[src/rtl/mux_pkg.sv]
// Shared definitions for blocks that drive a mux4x1.
//   state_t   : scan sequencer FSM states
//   NUM_CH    : number of mux4x1 data channels
//   ch_to_sel : channel index -> mux4x1 select encoding
package mux_pkg;

  typedef enum logic [1:0] {
    IDLE   = 2'd0,
    SETTLE = 2'd1,
    SAMPLE = 2'd2,
    OUT    = 2'd3
  } state_t;

  localparam int NUM_CH = 4;

  // mux4x1 picks channel k when s[0]=k[1] and s[1]=k[0], so the two
  // channel bits are swapped on the way into the select port.
  function automatic logic [1:0] ch_to_sel(input logic [1:0] ch);
    return {ch[0], ch[1]};
  endfunction

endpackage

[src/rtl/settle_timer.sv]
// Loadable down-counter with a zero flag, used to hold each mux channel
// for a fixed number of cycles before sampling.
//   clk, rst_n : clock, synchronous active-low reset (count -> 0)
//   load       : load load_val (has priority over dec)
//   load_val   : value to load
//   dec        : decrement by one; saturates at zero
//   zero       : count == 0
module settle_timer #(
  parameter int W = 2
) (
  input  logic         clk,
  input  logic         rst_n,
  input  logic         load,
  input  logic [W-1:0] load_val,
  input  logic         dec,
  output logic         zero
);

  logic [W-1:0] count;

  always_ff @(posedge clk) begin
    if (!rst_n) begin
      count <= '0;
    end else if (load) begin
      count <= load_val;
    end else if (dec && (count != '0)) begin
      count <= count - 1'b1;
    end
  end

  assign zero = (count == '0);

endmodule

[src/rtl/mux_scan_sequencer.sv]
// Scan sequencer placed in front of a mux4x1: walks channels 0..3, holds
// each one for SETTLE_CYCLES cycles, samples mux_f once, and presents the
// four samples as a 4-bit word.
//   clk, rst_n : clock, synchronous active-low reset
//   start      : scan request, honoured only in IDLE
//   continuous : restart a scan automatically after each accepted word
//   mux_f      : mux4x1 output
//   s          : mux4x1 select, derived only from the channel register
//   busy       : state != IDLE
//   out_data   : sampled word, bit k = channel k
//   out_valid  : word available
//   out_ready  : consumer ready
//   state_dbg  : current FSM state
//
// Output handshake: a word transfers on a rising edge where
// out_valid && out_ready. While out_valid is high and out_ready is low,
// out_data and s are held unchanged; out_valid never drops without a
// transfer except through reset.
module mux_scan_sequencer
  import mux_pkg::*;
#(
  parameter int SETTLE_CYCLES = 2
) (
  input  logic       clk,
  input  logic       rst_n,
  input  logic       start,
  input  logic       continuous,
  input  logic       mux_f,
  output logic [1:0] s,
  output logic       busy,
  output logic [3:0] out_data,
  output logic       out_valid,
  input  logic       out_ready,
  output state_t     state_dbg
);

  localparam int CW = $clog2(SETTLE_CYCLES + 1);
  // The load happens on the edge entering SETTLE, so loading N-1 and
  // leaving at zero gives exactly N SETTLE cycles.
  localparam logic [CW-1:0] RELOAD = CW'(SETTLE_CYCLES - 1);
  localparam logic [1:0] LAST_CH = 2'(NUM_CH - 1);

  state_t      state_q, state_d;
  logic [1:0]  ch_q, ch_d;
  logic [2:0]  shadow_q, shadow_d;
  logic [3:0]  out_data_q, out_data_d;
  logic        timer_load, timer_dec, timer_zero;

  settle_timer #(
    .W(CW)
  ) u_timer (
    .clk      (clk),
    .rst_n    (rst_n),
    .load     (timer_load),
    .load_val (RELOAD),
    .dec      (timer_dec),
    .zero     (timer_zero)
  );

  always_ff @(posedge clk) begin
    if (!rst_n) begin
      state_q    <= IDLE;
      ch_q       <= 2'd0;
      shadow_q   <= 3'd0;
      out_data_q <= 4'd0;
    end else begin
      state_q    <= state_d;
      ch_q       <= ch_d;
      shadow_q   <= shadow_d;
      out_data_q <= out_data_d;
    end
  end

  always_comb begin
    state_d    = state_q;
    ch_d       = ch_q;
    shadow_d   = shadow_q;
    out_data_d = out_data_q;
    timer_load = 1'b0;
    timer_dec  = 1'b0;

    case (state_q)
      IDLE: begin
        ch_d = 2'd0;
        if (start) begin
          timer_load = 1'b1;
          state_d    = SETTLE;
        end
      end

      SETTLE: begin
        if (timer_zero) begin
          state_d = SAMPLE;
        end else begin
          timer_dec = 1'b1;
        end
      end

      SAMPLE: begin
        case (ch_q)
          2'd0:    shadow_d[0] = mux_f;
          2'd1:    shadow_d[1] = mux_f;
          2'd2:    shadow_d[2] = mux_f;
          default: ;
        endcase
        if (ch_q == LAST_CH) begin
          // Last channel goes straight into the word, no shadow needed.
          out_data_d = {mux_f, shadow_q};
          state_d    = OUT;
        end else begin
          ch_d       = ch_q + 2'd1;
          timer_load = 1'b1;
          state_d    = SETTLE;
        end
      end

      OUT: begin
        if (out_ready) begin
          // Channel returns to 0 on either exit so s reads 00 in IDLE.
          ch_d = 2'd0;
          if (continuous) begin
            timer_load = 1'b1;
            state_d    = SETTLE;
          end else begin
            state_d = IDLE;
          end
        end
      end

      default: begin
        state_d = IDLE;
      end
    endcase
  end

  assign s         = ch_to_sel(ch_q);
  assign busy      = (state_q != IDLE);
  assign out_valid = (state_q == OUT);
  assign out_data  = out_data_q;
  assign state_dbg = state_q;

endmodule

[config.mk]
export PLATFORM = sky130hd
export DESIGN_NAME = mux_scan_sequencer
export DESIGN_NICKNAME = d
export VERILOG_FILES = /design/src/rtl/mux_pkg.sv /design/src/rtl/settle_timer.sv /design/src/rtl/mux_scan_sequencer.sv
export SDC_FILE = /design/constraint.sdc
export NUM_CORES = 1
export LEC_CHECK = 0
export CAP_MARGIN = 20
export CORE_UTILIZATION = 43
export CTS_CLUSTER_SIZE = 12
export DETAILED_ROUTE_END_ITERATION = 16
export GPL_ROUTABILITY_DRIVEN = 0
export HOLD_SLACK_MARGIN = 0.08
export PLACE_DENSITY = 0.69
export RECOVER_POWER = 100
export SKIP_CTS_REPAIR_TIMING = 1
export SLEW_MARGIN = 20
export SYNTH_ARGS = -nofsm -noshare
export SYNTH_HDL_FRONTEND = slang
export SYNTH_HIERARCHICAL = 1
export SYNTH_SLANG_ARGS = --single-unit
[constraint.sdc]
create_clock -name clk -period 1.4 [get_ports clk]
set_input_delay 0.42 -clock clk [delete_from_list [all_inputs] [get_ports clk]]
set_output_delay 0.42 -clock clk [all_outputs]
set_load 0.01 [all_outputs]
# ---- Word level (Yosys, flattened, before mapping)
# Index checks and enable logic that the tools add are counted.
dict set report classes {
  add_sub_neg 2
  eq_ne 10
  muxes 18
  n_bitwise 1
  reduce_logical 15
}
# op count
set op_table {}
lappend op_table {{2-bit two-way mux} 6}
lappend op_table {{1-bit two-way mux} 9}
lappend op_table {{2-bit == test (second input constant)} 4}
lappend op_table {{2-bit one-hot mux with 4 select lines} 1}
lappend op_table {{2-bit AND reduction} 4}
lappend op_table {{2-bit logical NOT} 3}
lappend op_table {{2-bit != test (second input constant)} 3}
lappend op_table {{2-bit one-hot mux with 3 select lines} 1}
lappend op_table {{3-bit AND reduction} 2}
lappend op_table {{2-bit nonzero test} 3}
lappend op_table {{2-bit by 1-bit == test with 1-bit output (second input constant)} 2}
lappend op_table {{1-bit one-hot mux with 3 select lines} 1}
lappend op_table {{3-bit nonzero test} 1}
lappend op_table {{2-bit by 1-bit adder with 2-bit output (second input constant)} 1}
lappend op_table {{2-bit by 1-bit != test with 1-bit output (second input constant)} 1}
lappend op_table {{2-bit OR reduction} 1}
lappend op_table {{2-bit by 1-bit subtractor with 2-bit output (second input constant)} 1}
lappend op_table {{1-bit logical AND} 1}
lappend op_table {{1-bit NOT} 1}
dict set report totals {
  ff_bits 13
  input_bits 6
  word_cells 54
}

# ---- Longest topological paths before layout
dict set report depth {
  depth_word 6
  mapped_depth 7
  mapped_depth_nobuf 7
}

# ---- Cells and area by module
# The synthesis kept the hierarchy.
# module instances cells_each area_per_inst_um2
set modules_own_cells {}
lappend modules_own_cells {mux_scan_sequencer 1 72 596.8}
lappend modules_own_cells {settle_timer 1 14 122.6}

# ---- Worst setup path before layout
# No wires, ideal clock.
dict set report synth_timing {
  kind {register -> register}
  startpoint {register ch_q[0]}
  endpoint {register u_timer.count[1]}
  setup_time_ns 0.070
  arrival_ns 1.314
  t_required_ns 1.330
  slack_ns 0.016
  stages_incl_launch_ff 8
  path_buffers 0
  synth_period_minus_slack_ns 1.384
  cell_sequence {dfxtp_1 ha_1 inv_1 mux2i_1 o22ai_1 inv_1 o211ai_1 a21boi_1}
}
dict set report synth_via {
  elab_chain_cells 4
}
# item line
set synth_lines {}
lappend synth_lines {{start, declared} mux_scan_sequencer.sv:44} ;# logic [1:0] ch_q, ch_d;
lappend synth_lines {{start signal, assigned} mux_scan_sequencer.sv:68} ;# ch_q <= ch_d;
lappend synth_lines {{2-bit == test} mux_scan_sequencer.sv:106} ;# if (ch_q == LAST_CH) begin
lappend synth_lines {{1-bit two-way mux} mux_scan_sequencer.sv:106}
lappend synth_lines {{1-bit one-hot mux with 3 select lines} mux_scan_sequencer.sv:82} ;# case (state_q)
lappend synth_lines {{via timer_load} mux_scan_sequencer.sv:47} ;# logic timer_load, timer_dec, timer_zero;
lappend synth_lines {{2-bit OR reduction (no line)} n/a}
lappend synth_lines {{end signal, assigned} settle_timer.sv:25} ;# count <= load_val;
lappend synth_lines {{end signal, assigned} settle_timer.sv:27} ;# count <= count - 1'b1;
lappend synth_lines {{end, declared} settle_timer.sv:19} ;# logic [W-1:0] count;
# The timed path passes the listed nets, and every way through them passes these cells.
# A chain may end at the register's enable or synchronous reset.

# ---- Worst setup path in the final report
dict set report layout_timing {
  startpoint {register state_q[0], in the netlist state_dbg[0]}
  endpoint {output port busy}
}
dict set report layout_via {
  elab_chain_cells 1
}
# item line
set layout_lines {}
lappend layout_lines {{start, declared} mux_scan_sequencer.sv:43} ;# state_t state_q, state_d;
lappend layout_lines {{start signal, assigned} mux_scan_sequencer.sv:67} ;# state_q <= state_d;
lappend layout_lines {{2-bit nonzero test} mux_scan_sequencer.sv:137} ;# assign busy = (state_q != IDLE);
lappend layout_lines {{end, declared} mux_scan_sequencer.sv:30} ;# output logic busy,
# Every way passes these cells.

==> key figures <==
Yosys
  – Sequential cell area fraction in the yosys report: 0.362
  – Commonest cells in the netlist: dfxtp_1, nand3_1, a21oi_1
  – Avg Inst Size Synth: 8.37 µm²
  – #FFs+latches synth: 13
  – Netlist cell types: 29
  – Synth top area share: 0.362
  – Area leader, netlist: dfxtp_1
  – Mapped cell area: 719 µm²
  – Post-synth EDFFs: 0
  – Syn_nets: 97
  – Synth Flop Type: dfxtp_1
  – Area contributors post-synth: dfxtp_1, ha_1, nand3_1
  – Top-count cell post-synth: dfxtp_1
  – Cells after synthesis: 86
  – YS warnings: 6
  – Ys async rst share: 0

Placement
  – Port buffer count: 15
  – Detailed Place HPWL: 1140 µm
  – Setup WS pre-CTS: -182 ps

Final layout
  – Layout cell share with drive strength beyond 1: 0.221
  – Post-Route Utilization: 0.646
  – Final #Nets: 125
  – Filler cells: 137
  – Area grow syn2layout: 38.4%
  – Antenna diodes: 0

STA
  – Tcrit/Tclk final: 1.05
  – Hold Vio Cnt, Final: 0
  – Tmin final: 1470 ps
  – # setup viols final: 1
  – Unrepaired setup endpoints after global routing: true
  – Post-layout worst setup margin: -69.5 ps
  – Setup TNS: -69.5 ps
  – Worst Skew: 0.520 ps
  – Slew Limit Fails: 0
  – FMAX: 681 MHz

Setup path
  – CP bufs+invs: 1
  – Slowest stage delay, CP: 340 ps
  – CP Capture Type: output port
  – Slowest cell on crit path: dfxtp_2
  – Critical path class: flip-flop to output port
  – CP Launch Type: flip-flop
  – Delay-heaviest family, CP: flip-flops
  – Max FO, Critical Path: 5
  – Crit-path cells: or2_2 -> clkbuf_2
  – Worst path required time: 980 ps
  – Worst path arrival time: 1050 ps

Route
  – Drt via density: 5.13
  – Drt drc: 0
  – Drt first-iter violations: 9
  – Detailed Route WL: 1470 µm
  – Routed len/inst: 11.4 µm
  – Antenna-violating nets left: 0
  – Vias: 662
  – Drt pass-1 iters: 4

GRT
  – Global route total overflow: 0
  – Gr usage total: 0.167
  – First-pass GRT wire length: 2300 µm
  – Antenna violations before repair: 0
  – Vias in the first global route: 565
  – Largest net degree at the start of global routing: 10

Floorplanning
  – Rows: 14
  – Die height: 42.9 µm
  – I/O pins: 16
  – Die width: 42.9 µm
  – Initial Util: 0.467
  – Die area: 1840 µm²
  – Core area: 1540 µm²

Clock tree
  – Reg clk slew, reported paths: 80 ps
  – # H-tree levels: 1
  – Clock Latency Late Sink: 270 ps
  – CTS max path bufs: 2
  – Root buffer cell: clkbuf_4
  – Clock Sink Count: 13
  – CTS buffer count: 3
  – TritonCTS clock tree: built

Hold path
  – Type of the most critical hold path: flip-flop to flip-flop

Power and ir drop
  – PD cells: 799 nW/µm²
  – Lkg Pwr: 0.532 nW
  – Total power: 0.796 mW
  – Worst VDD drop: 0.510 mV

Status
  – Failing checks: setup timing
  – Status: finished, violations left

Flow run
  – Max-cap violations: 0
## power by group
part	total (mW)	internal (mW)	switching (mW)
combinational	0.173	0.0906	0.0826
clock	0.228	0.110	0.117
sequential	0.395	0.385	0.0106
total	0.796	0.585	0.211
## kinds of logic (layout without fill, tap and decap cells)
family,Yosys count,in the layout,share of synthesized area
XOR/XNOR,1,1,0.0122
flip-flops,13,13,0.362
other,2,2,0.0104
multiplexers,1,1,0.0139
AND/OR/NAND/NOR,28,28,0.223
AO/OA/AOI/OAI,23,23,0.198
buffers and inverters,13,40,0.0939
adder cells (fa/ha/maj),5,5,0.0870
## cell type report
type                            instances  area [µm²]  area share
Clock buffer                            4        26.3      0.0264
Inverter                               10        37.5      0.0377
Multi-Input combinational cell         60         397       0.398
Sequential cell                        13         265       0.266
Tap cell                               16        20.0      0.0201
Timing Repair Buffer                   26         250       0.251
## per-layer routing
layer | track usage | share of wire
met1 | 0.184 | 0.44
met2 | 0.291 | 0.52
met3 | 0.0383 | 0.034
met4 | 0.0938 | 0.0088
met5 | 0 | 0
## worst reg2reg max path: stages (launching register included)
cell,delay (ps)
dfxtp_1,350
inv_1,50
ha_1,190
nor3b_2,200
nor2b_4,190
xnor2_1,120
a21oi_1,90
## metrics by stage
| step | cell area, µm² | hold WS [ps] | cells |
|---|---|---|---|
| floorplan | 719 | 440 | 86 |
| global placement | 942 | 441 | 125 |
| detailed placement | 942 | 445 | 125 |
| CTS | 968 | 457 | 129 |
| global route | 996 | 474 | 129 |
| finish | 996 | 450 | 129 |
## path summary, 6_finish.rpt
kind                     from               end  slack, ps  depth (start not counted)
min               out_data[2]       out_data[2]        450                          2
max              state_dbg[0]              busy        -70                          2
min reg2reg       out_data[2]       out_data[2]        450                          2
max reg2reg  u_timer/count[1]  u_timer/count[0]        100                          6
## cells in the final DEF (no fill, tap or decap), types with 5 or more instances in the layout
cell / netlist / routed
buf_4: 1 / 11
clkdlybuf4s50_1: 0 / 5
a21oi_1: 10 / 10
dfxtp_1: 13 / 9
dlymetal6s2s_1: 0 / 5
ha_1: 5 / 5
nand2_1: 7 / 7
inv_1: 9 / 9
nand3_1: 11 / 11
o21ai_0: 5 / 5
## sequential cells by signal, indices dropped and copies added (netlist names)
signal / flops
ch_q: 2
out_data: 4
shadow_q: 3
state_dbg: 2
u_timer/count: 2
(Power assumes the default switching activity.)
